**config.mk**
```make
export PLATFORM = sky130hd
export DESIGN_NAME = instr_fetch
export DESIGN_NICKNAME = d
export VERILOG_FILES = /design/src/rtl/instr_fetch.sv
export SDC_FILE = /design/constraint.sdc
export NUM_CORES = 1
export LEC_CHECK = 0
export CAP_MARGIN = 20
export CELL_PAD_IN_SITES_DETAIL_PLACEMENT = 0
export CELL_PAD_IN_SITES_GLOBAL_PLACEMENT = 1
export CORE_ASPECT_RATIO = 0.6
export CORE_MARGIN = 2
export CORE_UTILIZATION = 47
export CTS_CLUSTER_SIZE = 24
export DETAILED_ROUTE_END_ITERATION = 8
export GPL_TIMING_DRIVEN = 0
export HOLD_SLACK_MARGIN = 0.03
export PLACE_DENSITY_LB_ADDON = 0.1
export SYNTH_ARGS = -nofsm -noshare
export SYNTH_HDL_FRONTEND = slang
export SYNTH_SLANG_ARGS = --single-unit
```
**constraint.sdc**
```tcl
create_clock -name clk -period 7.15 [get_ports clk]
set_input_delay 1.43 -clock clk [delete_from_list [all_inputs] [get_ports clk]]
set_output_delay 1.43 -clock clk [all_outputs]
set_load 0.005 [all_outputs]
```
**src/rtl/instr_fetch.sv**
```systemverilog
// instr_fetch: PC + synchronous instruction memory + prefetch FIFO with valid/ready output
module instr_fetch #(
  parameter int          MEM_DEPTH  = 64,
  parameter int          FIFO_DEPTH = 2,
  parameter logic [31:0] RESET_PC   = 32'h0000_0000
) (
  input  logic        clk,
  input  logic        rst,
  input  logic        fetch_en,
  input  logic        instr_ready,
  input  logic        jump_en,
  input  logic [31:0] jump_addr,
  output logic [31:0] instr_out,
  output logic        instr_valid,
  output logic [31:0] pc_out,
  output logic        halted
);
  localparam int AW = $clog2(FIFO_DEPTH);
  localparam int MW = $clog2(MEM_DEPTH);
  typedef enum logic [1:0] {IDLE, FETCH, HALT} state_t;
  state_t        state;
  logic [31:0]   inst_mem [MEM_DEPTH];
  logic [31:0]   fifo_data [FIFO_DEPTH];
  logic [31:0]   fifo_pc [FIFO_DEPTH];
  logic [31:0]   pc, rd_data, rd_pc;
  logic          inflight, pop, push, room, active, out_of_range, issue, go_halt;
  logic [AW-1:0] head, tail, nxt_head;
  logic [AW:0]   count, occ;
  assign instr_valid  = count != '0;
  assign halted       = state == HALT;
  assign pop          = instr_valid && instr_ready;
  assign push         = inflight && !jump_en;
  assign occ          = count - (AW+1)'(pop);
  assign room         = (occ + (AW+1)'(inflight)) < (AW+1)'(FIFO_DEPTH);
  assign out_of_range = pc[31:2] >= 30'(MEM_DEPTH);
  assign active       = fetch_en && state != HALT && !jump_en && room;
  assign issue        = active && !out_of_range;
  assign go_halt      = active && out_of_range;
  assign nxt_head     = head + AW'(pop);
  // Storage and memory read port carry no reset; validity is tracked by count/inflight.
  always_ff @(posedge clk) begin
    if (issue) begin
      rd_data <= inst_mem[pc[MW+1:2]];
      rd_pc   <= pc;
    end
    if (push) begin
      fifo_data[tail] <= rd_data;
      fifo_pc[tail]   <= rd_pc;
    end
  end
  always_ff @(posedge clk or posedge rst) begin
    if (rst) begin
      state     <= IDLE;
      pc        <= RESET_PC;
      inflight  <= 1'b0;
      head      <= '0;
      tail      <= '0;
      count     <= '0;
      instr_out <= '0;
      pc_out    <= '0;
    end else begin
      inflight <= issue;
      pc       <= jump_en ? (jump_addr & ~32'h3) : issue ? pc + 32'd4 : pc;
      state    <= state == HALT ? (jump_en ? FETCH : HALT) : go_halt ? HALT : fetch_en ? FETCH : IDLE;
      if (jump_en) begin
        head  <= '0;
        tail  <= '0;
        count <= '0;
      end else begin
        head  <= nxt_head;
        tail  <= tail + AW'(push);
        count <= occ + (AW+1)'(push);
        // Output registers track the next head; when the FIFO drains they keep the last entry.
        if (occ != '0) begin
          instr_out <= fifo_data[nxt_head];
          pc_out    <= fifo_pc[nxt_head];
        end else if (push) begin
          instr_out <= rd_data;
          pc_out    <= rd_pc;
        end
      end
    end
  end
endmodule

```
* Word level (Yosys, flattened, before mapping)
Memory sizes are Yosys's and may differ from the RTL's.
Index checks and enable logic that the tools add are counted.
** Storage, ports and cells
- Bits of input ports :: 37
- Memory bits (writable) :: 128
- Flip-flop bits (word level) :: 167
- Logic and storage cells :: 52
- Memories kept :: 2
** Memory list
- fifo_data :: depth 2, bits a word 32, rd ports 1, clocked after Yosys merged registers in 0, wr ports 1, line 23 : logic [31:0] fifo_data [FIFO_DEPTH];
- fifo_pc :: depth 2, bits a word 32, rd ports 1, clocked after Yosys merged registers in 0, wr ports 1, line 24 : logic [31:0] fifo_pc [FIFO_DEPTH];
** Cells by class
- Equal/unequal tests :: 2
- Reduce and logical (&&, ||, !) cells :: 14
- Add/subtract/negate cells :: 6
- Mux-type cells :: 15
- Magnitude comparators :: 2
- Bitwise operators :: 1
** Operators by type and width (count)
- two-way mux 32 bit :: 6
- adder 32 x 3 -> 32 bit (second input constant) :: 1
- >= comparator 30 x 7 -> 1 bit (second input constant) :: 1
- two-way mux 2 bit :: 4
- nonzero test 2 bit :: 4
- logical AND 1 bit :: 7
- two-way mux 1 bit :: 5
- adder 2 x 1 -> 2 bit :: 2
- adder 1 bit :: 2
- == test 2 bit (second input constant) :: 1
- logical NOT 1 bit :: 2
- less-than comparator 2 bit (second input constant) :: 1
- inequality test 2 bit (second input constant) :: 1
- AND reduction 2 bit :: 1
- subtractor 2 x 1 -> 2 bit :: 1
- inverter 1 bit :: 1

* Longest topological paths before layout
Gate-level depths: netlist of the first run.
- Depth in word-level cells :: 9
- Gate-level depth with buffers :: 9

* Worst setup path before layout of the first run
Ideal clock, no wire load.
- Path type :: input to register
- From :: input port instr_ready
- To :: register rd_pc[10] (enable)
- Path slack :: 2.193 ns
- Path buffers :: 0
- Stages :: 6
- Required time :: 6.693 ns
- Data arrival time :: 4.501 ns
- Setup time :: 0.457 ns
- Cell sequence :: and2_1 > ha_1 > xor2_2 > xnor2_1 > nand2_1 > nor3_1
** Between the ends
- Cells in the longest elaborated chain, start to end :: 6
** Ends and longest elaborated chain
- start, declared :: line 10 : input logic instr_ready,
- logical AND 1 bit :: line 31 : assign pop = instr_valid && instr_ready;
- subtractor 2 x 1 -> 2 bit :: line 33 : assign occ = count - (AW+1)'(pop);
- adder 2 x 1 -> 2 bit :: line 34 : assign room = (occ + (AW+1)'(inflight)) < (AW+1)'(FIFO_DEPTH);
- less-than comparator 2 bit :: line 34
- logical AND 1 bit :: line 36 : assign active = fetch_en && state != HALT && !jump_en && room;
- logical AND 1 bit :: line 37 : assign issue = active && !out_of_range;
- net issue :: line 26 : logic inflight, pop, push, room, active, out_of_range, issue, go_halt;
- end signal, assigned :: line 44 : rd_pc <= pc;
- end, declared :: line 25 : logic [31:0] pc, rd_data, rd_pc;
The timed path passes the listed nets, and every way through them passes these cells.
A chain may end at the register's enable or synchronous reset.

* Worst setup path after layout of the first run
- From :: input port instr_ready
- To :: register rd_pc[14] (enable)
The elaborated chain is that of the path after synthesis.

==> flow_summary.ini, run 1 <==
[logic_synthesis]
netlist-cell-type-count = 40
synth_enable_flop_cells = 90
synth.top_cells.by_area = sky130_fd_sc_hd__edfxtp_1 44%, sky130_fd_sc_hd__dfrtp_1 27%, sky130_fd_sc_hd__mux2i_1 5.2%
ys.warnings.count = 0
synth_most_common_cell = sky130_fd_sc_hd__edfxtp_1
synth_top_cell_area_share_pct = 43.6
yosys-top-cells-count = 90 x sky130_fd_sc_hd__edfxtp_1, 67 x sky130_fd_sc_hd__dfrtp_1, 37 x sky130_fd_sc_hd__buf_4
avgSynthCellArea_um2 = 15.4
flip_flop_cell_with_the_highest_count_after_synthesis = sky130_fd_sc_hd__edfxtp_1
synth-seq-cells = 157
post-synth-top-area-cell = sky130_fd_sc_hd__edfxtp_1
ys_seq_area_share_pct = 70.6
synth_area_um2 = 6200
asyncSetResetFlopFracSynth_pct = 42.7
synth_cells = 402

[timing]
worst_slew_margin_rel_pct = 43.3
tns_ps = 0
clock.fmax_ghz = 0.244
unrepaired_setup_endpoints_after_global_routing = no
timing_max_transition_violations_final = 0
timing_hold_violations_final = 0
tightestPinTransition_ps = 850
setup_viol_count_final = 0
period_needed_ps = 4110
period_utilisation_layout_pct = 57.4
finClkSkew_ps = 9.22

[drt]
detail_route.wirelength_um = 12200
route.vias.total = 3592
drtPass1Iterations = 5
antenna_violation_net_count_after_detailed_routing = 0
detail_route.iter0.violations = 264
post_drt_via_cell_ratio = 5.08
number_of_remaining_drc_errors = 0
wire_per_inst_um = 17.3

[clock_tree]
clock-root-buffer = sky130_fd_sc_hd__clkbuf_16
postCtsSetupBuffers = 0
numCtsBuffers = 17
cts.clk_slew.worst_paths_ps = 60
clkSinkCount = 157
hold_buffer_count_at_cts = 0
ctsLongestPathBuffers = 2
cts-htree-levels = 4
cts_tree = built
post_cts_resized = 0
clkLatencyLatePin_ps = 410

[setup_path]
setup.worst_path.class = input port to register
worst-endpoint-arrival_ps = 4220
ff2ff_setup_slack_ps = 3750
worstSetupStartpointType = input port
critical_path.max_fanout = 9
cp-end-kind = register
crit_required_ps = 7270

[die]
core_um2 = 12900
die_area_um2 = 14200
placementRows = 32
die_h_um = 93
boundaryPins = 103
initial_standard_cell_utilization_of_the_core_pct = 48.3
chipWidth_um = 152

[layout]
syn_to_final_growth_pct = 26.9
design.final.nets = 567
share_of_post_route_cells_with_drive_strength_above_1_pct = 14.7
stdcell_count = 707
finalCoreUtilization_pct = 61.3
antenna_cells = 0

[run]
maxCapViolCount = 0

[placed_design]
gpl.final_weighted_congestion = 0.763
io_buffers = 66
placed_cells_incl_taps = 675
detailedPlacementHpwl_um = 8100

[pwr]
cellInternalPower_uw = 1910
power.combinational.fraction_pct = 20.4
netSwitchingPower_uw = 652
max-vdd-ir-drop_mv = 0.206
cellLeakagePower_uw = 0.00329
clock_power_share_pct = 35.4
netSwitchingFraction_pct = 25.4
power_density_nw_per_um2 = 326
share_seq_of_total_power_pct = 44.2
power_after_layout_uw = 2570

[global_routing]
grt_first_pass_wirelength_um = 19000
grt_antenna_before_repair = 0
grt_util_all_layers_pct = 18.0
via_count_of_the_first_global_routing_pass = 3396
grt_max_degree = 68
gr-total-overflow = 0

[run_status]
status = finished, final reports clean

[min_path]
min_path_type = register to register
==> path summary, 6_finish.rpt <==
check / cells past startpoint / to / startpoint
setup / recovery: 10 / rd_pc[14] / instr_ready
hold / removal: 0 / fifo_pc[1][27] / rd_pc[27]
setup reg to reg: 10 / rd_pc[14] / count[1]
hold reg to reg: 0 / fifo_pc[1][27] / rd_pc[27]
max in group asynchronous: 3 / pc_out[19] / rst
min in group asynchronous: 3 / pc[3] / rst
==> critical path, cell delays in order <==
cell,delay [ps]
sky130_fd_sc_hd__clkdlybuf4s50_1,450
sky130_fd_sc_hd__and2_1,210
sky130_fd_sc_hd__ha_1,260
sky130_fd_sc_hd__xor2_2,120
sky130_fd_sc_hd__xnor2_1,370
sky130_fd_sc_hd__nand2_1,150
sky130_fd_sc_hd__nor3_2,660
sky130_fd_sc_hd__buf_6,240
sky130_fd_sc_hd__buf_6,150
sky130_fd_sc_hd__buf_6,160
==> logic make-up after synthesis <==
| kind of cell | after synthesis | synth area share, % |
|---|---|---|
| XOR/XNOR | 5 | 0.948 |
| buffers and inverters | 60 | 5.99 |
| AND/OR/NAND/NOR | 41 | 3.59 |
| other | 1 | 0.0604 |
| adder cells (fa/ha/maj) | 6 | 1.21 |
| AO/OA/AOI/OAI | 76 | 8.05 |
| flip-flops | 157 | 70.6 |
| multiplexers | 56 | 9.58 |
==> registers in the layout (all words and copies together) (netlist names) <==
register  flops
count         2
fifo_pc      60
head          1
inflight      1
pc           30
pc_out       30
rd_pc        30
state         2
tail          1
==> metrics by stage <==
step	hold slack (ps)	cell area, µm²	worst slack [ps]
finish	472	7870	3040
global route	483	7870	2810
detailed placement	460	7280	2620
global placement	453	7200	116
CTS	475	7870	3030
floorplan	440	6330	2190
==> final cells by class <==
class                      count  area, µm²
tap                          170        213
timing repair buffer          70        722
fill                         990       4980
clock inverter                14        168
clock buffer                  18        429
buffer                        52        342
sequential                   157       4380
inverter                       8       32.5
multi-input combinational    218       1590
==> per-layer routing <==
layer	track usage (%)	up-vias	routed length (µm)
met5	0	-	0
met4	6.07	0	127
met3	5.05	14	889
met2	25.3	137	5290
met1	27.0	1755	5910
li1	-	1686	-
==> power by group through the flow <==
stage | combinational, µW | sequential, µW | clock (µW)
2_1_floorplan | 267 | 1140 | 0
3_3_place_gp | 513 | 1150 | 0
3_5_place_dp | 525 | 1150 | 0
4_1_cts | 528 | 1130 | 919
5_1_grt | 573 | 1150 | 963
6_report | 523 | 1130 | 910
==> cell usage in the layout (no fill, tap or decap), drive strengths merged, types with 12 or more instances in the layout <==
cell type / synthesis / final
a22oi: 31 / 31
mux2: 24 / 24
o21ai: 32 / 32
mux2i: 32 / 32
edfxtp: 90 / 90
clkdlybuf4s50: 0 / 66
buf: 38 / 42
inv: 8 / 12
clkbuf: 14 / 32
dfrtp: 67 / 67
conb: 1 / 34
Note: power is estimated with default switching activity, not from simulation.
==> run 2, diff against run 1 <==
--- a/config.mk
+++ b/config.mk
@@ -10,7 +10,7 @@
 export CELL_PAD_IN_SITES_GLOBAL_PLACEMENT = 1
 export CORE_ASPECT_RATIO = 0.6
 export CORE_MARGIN = 2
-export CORE_UTILIZATION = 47
+export CORE_UTILIZATION = 40
 export CTS_CLUSTER_SIZE = 24
 export DETAILED_ROUTE_END_ITERATION = 8
 export GPL_TIMING_DRIVEN = 0
==> constraint.sdc (replaced) <==
create_clock -name clk -period 3.75 [get_ports clk]
set_input_delay 0.75 -clock clk [delete_from_list [all_inputs] [get_ports clk]]
set_output_delay 0.75 -clock clk [all_outputs]
set_load 0.005 [all_outputs]
==> flow_summary.ini, run 2 (synthesis gave the netlist of run 1 again) <==
[clock_tree]
clock-root-buffer = sky130_fd_sc_hd__clkbuf_16
clkSinkCount = 157
ctsLongestPathBuffers = 2
cts.clk_slew.worst_paths_ps = 60
cts_tree = built
cts-htree-levels = 4
postCtsSetupBuffers = 0
post_cts_resized = 0
clkLatencyLatePin_ps = 410
hold_buffer_count_at_cts = 0
numCtsBuffers = 17

[layout]
finish.instance_area_um2 = 7950
layout.cells.most_common_list = 90 x sky130_fd_sc_hd__edfxtp_1, 67 x sky130_fd_sc_hd__dfrtp_1, 66 x sky130_fd_sc_hd__clkdlybuf4s50_1
stdcell_count = 739
antenna_cells = 0
most_common_cell_after_layout_fill_and_taps_aside = sky130_fd_sc_hd__edfxtp_1
design.final.nets = 566
share_of_post_route_cells_with_drive_strength_above_1_pct = 14.9
finalCoreUtilization_pct = 52.2
top_register = fifo_pc
largest_register_ff_count = 60
syn_to_final_growth_pct = 28.2

[setup_path]
crit_required_ps = 3870
critical_path.max_fanout = 15
worst-endpoint-arrival_ps = 3200
ff2ff_setup_slack_ps = 690
worstSetupStartpointType = input port
cp-end-kind = register
setup.worst_path.class = input port to register

[die]
chipWidth_um = 165
core_um2 = 15200
die_area_um2 = 16600
initial_standard_cell_utilization_of_the_core_pct = 40.7
boundaryPins = 103
placementRows = 35
die_h_um = 100

[drt]
antenna_violation_net_count_after_detailed_routing = 0
number_of_remaining_drc_errors = 0
detail_route.iter0.violations = 323
detail_route.wirelength_um = 13100
post_drt_via_cell_ratio = 4.93
wire_per_inst_um = 17.7
drtPass1Iterations = 5
route.vias.total = 3640

[global_routing]
gr-total-overflow = 0
grt_util_all_layers_pct = 16.8
grt_max_degree = 58
via_count_of_the_first_global_routing_pass = 3505
grt_antenna_before_repair = 0
grt_first_pass_wirelength_um = 19900

[min_path]
min_path_type = register to register

[pwr]
max-vdd-ir-drop_mv = 0.269
cellLeakagePower_uw = 0.00331
power_density_nw_per_um2 = 624

[timing]
period_utilisation_layout_pct = 82.0
timing_hold_violations_final = 0
worst_slew_margin_rel_pct = 40.6
finClkSkew_ps = 12.2
period_needed_ps = 3070
clock.fmax_ghz = 0.325
tightestPinTransition_ps = 891
setup_viol_count_final = 0
timing_max_transition_violations_final = 0
unrepaired_setup_endpoints_after_global_routing = no
worst_slack_ps = 675

[placed_design]
place_worst_setup_slack_ps = 274
total_cell_area_at_the_placement_stage_um2 = 7330
gpl.final_weighted_congestion = 0.754
detailedPlacementHpwl_um = 8540
io_buffers = 66
placed_cells_incl_taps = 707

[run_status]
status = finished, final reports clean

[run]
maxCapViolCount = 0
run 2: per-layer routing:
layer	vias to the layer above	track usage, %	share of wire, %
met2	124	23.9	44
met4	0	5.69	1.1
met3	13	4.11	5.9
li1	1682	-	-
met1	1821	25.1	49
met5	-	0	0
run 2: area by class of cell:
class | count | area, µm²
Multi-Input combinational cell | 218 | 1590
Timing Repair Buffer | 69 | 731
Inverter | 8 | 32.5
Fill cell | 1258 | 7290
Tap cell | 203 | 254
Clock inverter | 14 | 180
Clock buffer | 18 | 439
Buffer | 52 | 342
Sequential cell | 157 | 4380
run 2: path summary, 6_finish.rpt:
| check | from | endpoint | cells past startpoint |
|---|---|---|---|
| max | instr_ready | rd_pc[12] | 9 |
| min | pc[24] | rd_pc[24] | 0 |
| max reg2reg | count[1] | rd_pc[12] | 9 |
| min reg2reg | pc[24] | rd_pc[24] | 0 |
| max in group asynchronous | rst | pc_out[12] | 3 |
| min in group asynchronous | rst | state[1] | 2 |
run 2: per-stage QoR:
stage | setup TNS, ps | hold slack [ps] | total power (µW)
2_1_floorplan | 0 | 440 | 2680
3_3_place_gp | -44630 | 455 | 3190
3_5_place_dp | 0 | 457 | 3210
4_1_cts | 0 | 476 | 5020
5_1_grt | 0 | 488 | 5210
6_report | 0 | 475 | 4960
run 2: power by group:
| part | total [µW] | internal (µW) | switching (µW) |
|---|---|---|---|
| registers | 2160 | 2020 | 139 |
| logic | 1010 | 576 | 432 |
| clock network | 1790 | 1080 | 714 |
run 2: critical path, cell delays in order:
cell and delay (ps):
sky130_fd_sc_hd__clkdlybuf4s50_1 450, sky130_fd_sc_hd__and2_1 200, sky130_fd_sc_hd__ha_1 250, sky130_fd_sc_hd__xor2_2 110
sky130_fd_sc_hd__xnor2_1 410, sky130_fd_sc_hd__nand2_1 190, sky130_fd_sc_hd__nor3_4 440, sky130_fd_sc_hd__buf_16 210
sky130_fd_sc_hd__buf_8 170
==> run 3, diff against run 2 <==
==> constraint.sdc (replaced) <==
create_clock -name clk -period 2.58 [get_ports clk]
set_input_delay 0.516 -clock clk [delete_from_list [all_inputs] [get_ports clk]]
set_output_delay 0.516 -clock clk [all_outputs]
set_load 0.005 [all_outputs]
==> flow_summary.ini, run 3 (synthesis gave the netlist of run 1 again) <==
[setup_path]
setup.worst_path.class = register to register
crit_required_ps = 2870
cp-end-kind = register
critical_path_startpoint = count[0]
r2r_start = count[0]
critical_path.max_fanout = 10
worst-endpoint-arrival_ps = 2770
worstSetupStartpointType = register
r2r_depth = 10

[layout]
finalCoreUtilization_pct = 52.8
share_of_post_route_cells_with_drive_strength_above_1_pct = 16.7
syn_to_final_growth_pct = 29.6
stdcell_count = 743
largest_register_ff_count = 60
num-fill-cells = 1263
most_common_cell_after_layout_fill_and_taps_aside = sky130_fd_sc_hd__edfxtp_1
layout.cells.most_common_list = 90 x sky130_fd_sc_hd__edfxtp_1, 67 x sky130_fd_sc_hd__dfrtp_1, 66 x sky130_fd_sc_hd__clkdlybuf4s50_1
antenna_cells = 0
design.final.nets = 570
top_register = fifo_pc

[drt]
drtPass1Iterations = 4
number_of_remaining_drc_errors = 0
detail_route.wirelength_um = 13200
detail_route.iter0.violations = 275
wire_per_inst_um = 17.8
antenna_violation_net_count_after_detailed_routing = 0
route.vias.total = 3669
post_drt_via_cell_ratio = 4.94

[die]
core_um2 = 15200
initial_standard_cell_utilization_of_the_core_pct = 40.7
die_area_um2 = 16600
chipWidth_um = 165
die_h_um = 100
placementRows = 35
boundaryPins = 103

[pwr]
power_density_nw_per_um2 = 916
power_after_layout_uw = 7370
max-vdd-ir-drop_mv = 0.452
cellLeakagePower_uw = 0.00335

[clock_tree]
ctsLongestPathBuffers = 2
cts.clk_slew.worst_paths_ps = 60
numCtsBuffers = 17
clock-root-buffer = sky130_fd_sc_hd__clkbuf_16
clkSinkCount = 157
clkLatencyLatePin_ps = 420
cts-htree-levels = 4
cts_tree = built

[placed_design]
io_buffers = 66
detailedPlacementHpwl_um = 8530
gpl.final_weighted_congestion = 0.742
placed_cells_incl_taps = 707
place_worst_setup_slack_ps = -289

[timing]
worst_slack_ps = 110
timing_max_transition_violations_final = 0
timing_hold_violations_final = 0
unrepaired_setup_endpoints_after_global_routing = no
period_needed_ps = 2470
clock.fmax_ghz = 0.405
period_utilisation_layout_pct = 95.7
setup_viol_count_final = 0
finClkSkew_ps = 11.1
worst_slew_margin_rel_pct = 41.6
tightestPinTransition_ps = 876

[min_path]
min_path_type = input port to async pin

[global_routing]
grt_util_all_layers_pct = 17.0
grt_max_degree = 57
gr-total-overflow = 0
via_count_of_the_first_global_routing_pass = 3542
grt_antenna_before_repair = 0
grt_first_pass_wirelength_um = 20300

[run]
maxCapViolCount = 0

[run_status]
status = finished, final reports clean
==> run 3: final timing paths <==
kind,slack [ps],endpoint
max,110,pc[6]
min,370,pc[20]
max reg2reg,110,pc[6]
min reg2reg,470,rd_pc[12]
max in group asynchronous,1660,pc[11]
min in group clk,470,rd_pc[12]
==> run 3: what timing repair did <==
action                                  CTS  global route
endpoints found under the setup margin   12            17
resized for setup                         0             1
buffers inserted                          1             3
hold buffers                              0             0
pin swaps                                 1             1
==> run 3: critical path, stage by stage, from the launching register on <==
cell and delay (ps):
sky130_fd_sc_hd__dfrtp_1 370, sky130_fd_sc_hd__or2_1 260, sky130_fd_sc_hd__and2_4 170, sky130_fd_sc_hd__ha_4 170, sky130_fd_sc_hd__xor2_2 170, sky130_fd_sc_hd__xnor2_2 230, sky130_fd_sc_hd__buf_4 150, sky130_fd_sc_hd__and4bb_1 200
sky130_fd_sc_hd__buf_6 150, sky130_fd_sc_hd__nor2_1 110, sky130_fd_sc_hd__a211o_1 350
==> run 3: area by class of cell <==
cell class | instances | area (µm²) | share of cell area (%)
Sequential cell | 157 | 4380 | 54.4
Clock buffer | 18 | 439 | 5.46
Timing Repair Buffer | 73 | 761 | 9.46
Buffer | 52 | 342 | 4.25
Inverter | 8 | 32.5 | 0.404
Clock inverter | 14 | 204 | 2.54
Tap cell | 203 | 254 | 3.16
Multi-Input combinational cell | 218 | 1630 | 20.3
==> run 3: report_power, final <==
part	internal [µW]	switching, µW	leakage, µW
clock network	1670	1040	0.000310
registers	2940	208	0.00163
logic	869	646	0.00141
==> run 3: layer usage <==
layer / track usage (%) / vias up / share of wire, %
met2: 23.8 / 123 / 43
li1: - / 1682 / -
met3: 4.28 / 12 / 5.9
met5: 0 / - / 0
met4: 5.62 / 0 / 1.0
met1: 25.8 / 1852 / 50
==> run 3: per-stage QoR <==
| stage | hold slack, ps | cell area [µm²] | TNS [ps] |
|---|---|---|---|
| floorplan | 440 | 6370 | -342 |
| global placement | 456 | 7290 | -153040 |
| detailed placement | 460 | 7360 | -23000 |
| CTS | 356 | 8020 | 0 |
| global route | 373 | 8040 | 0 |
| finish | 367 | 8040 | 0 |
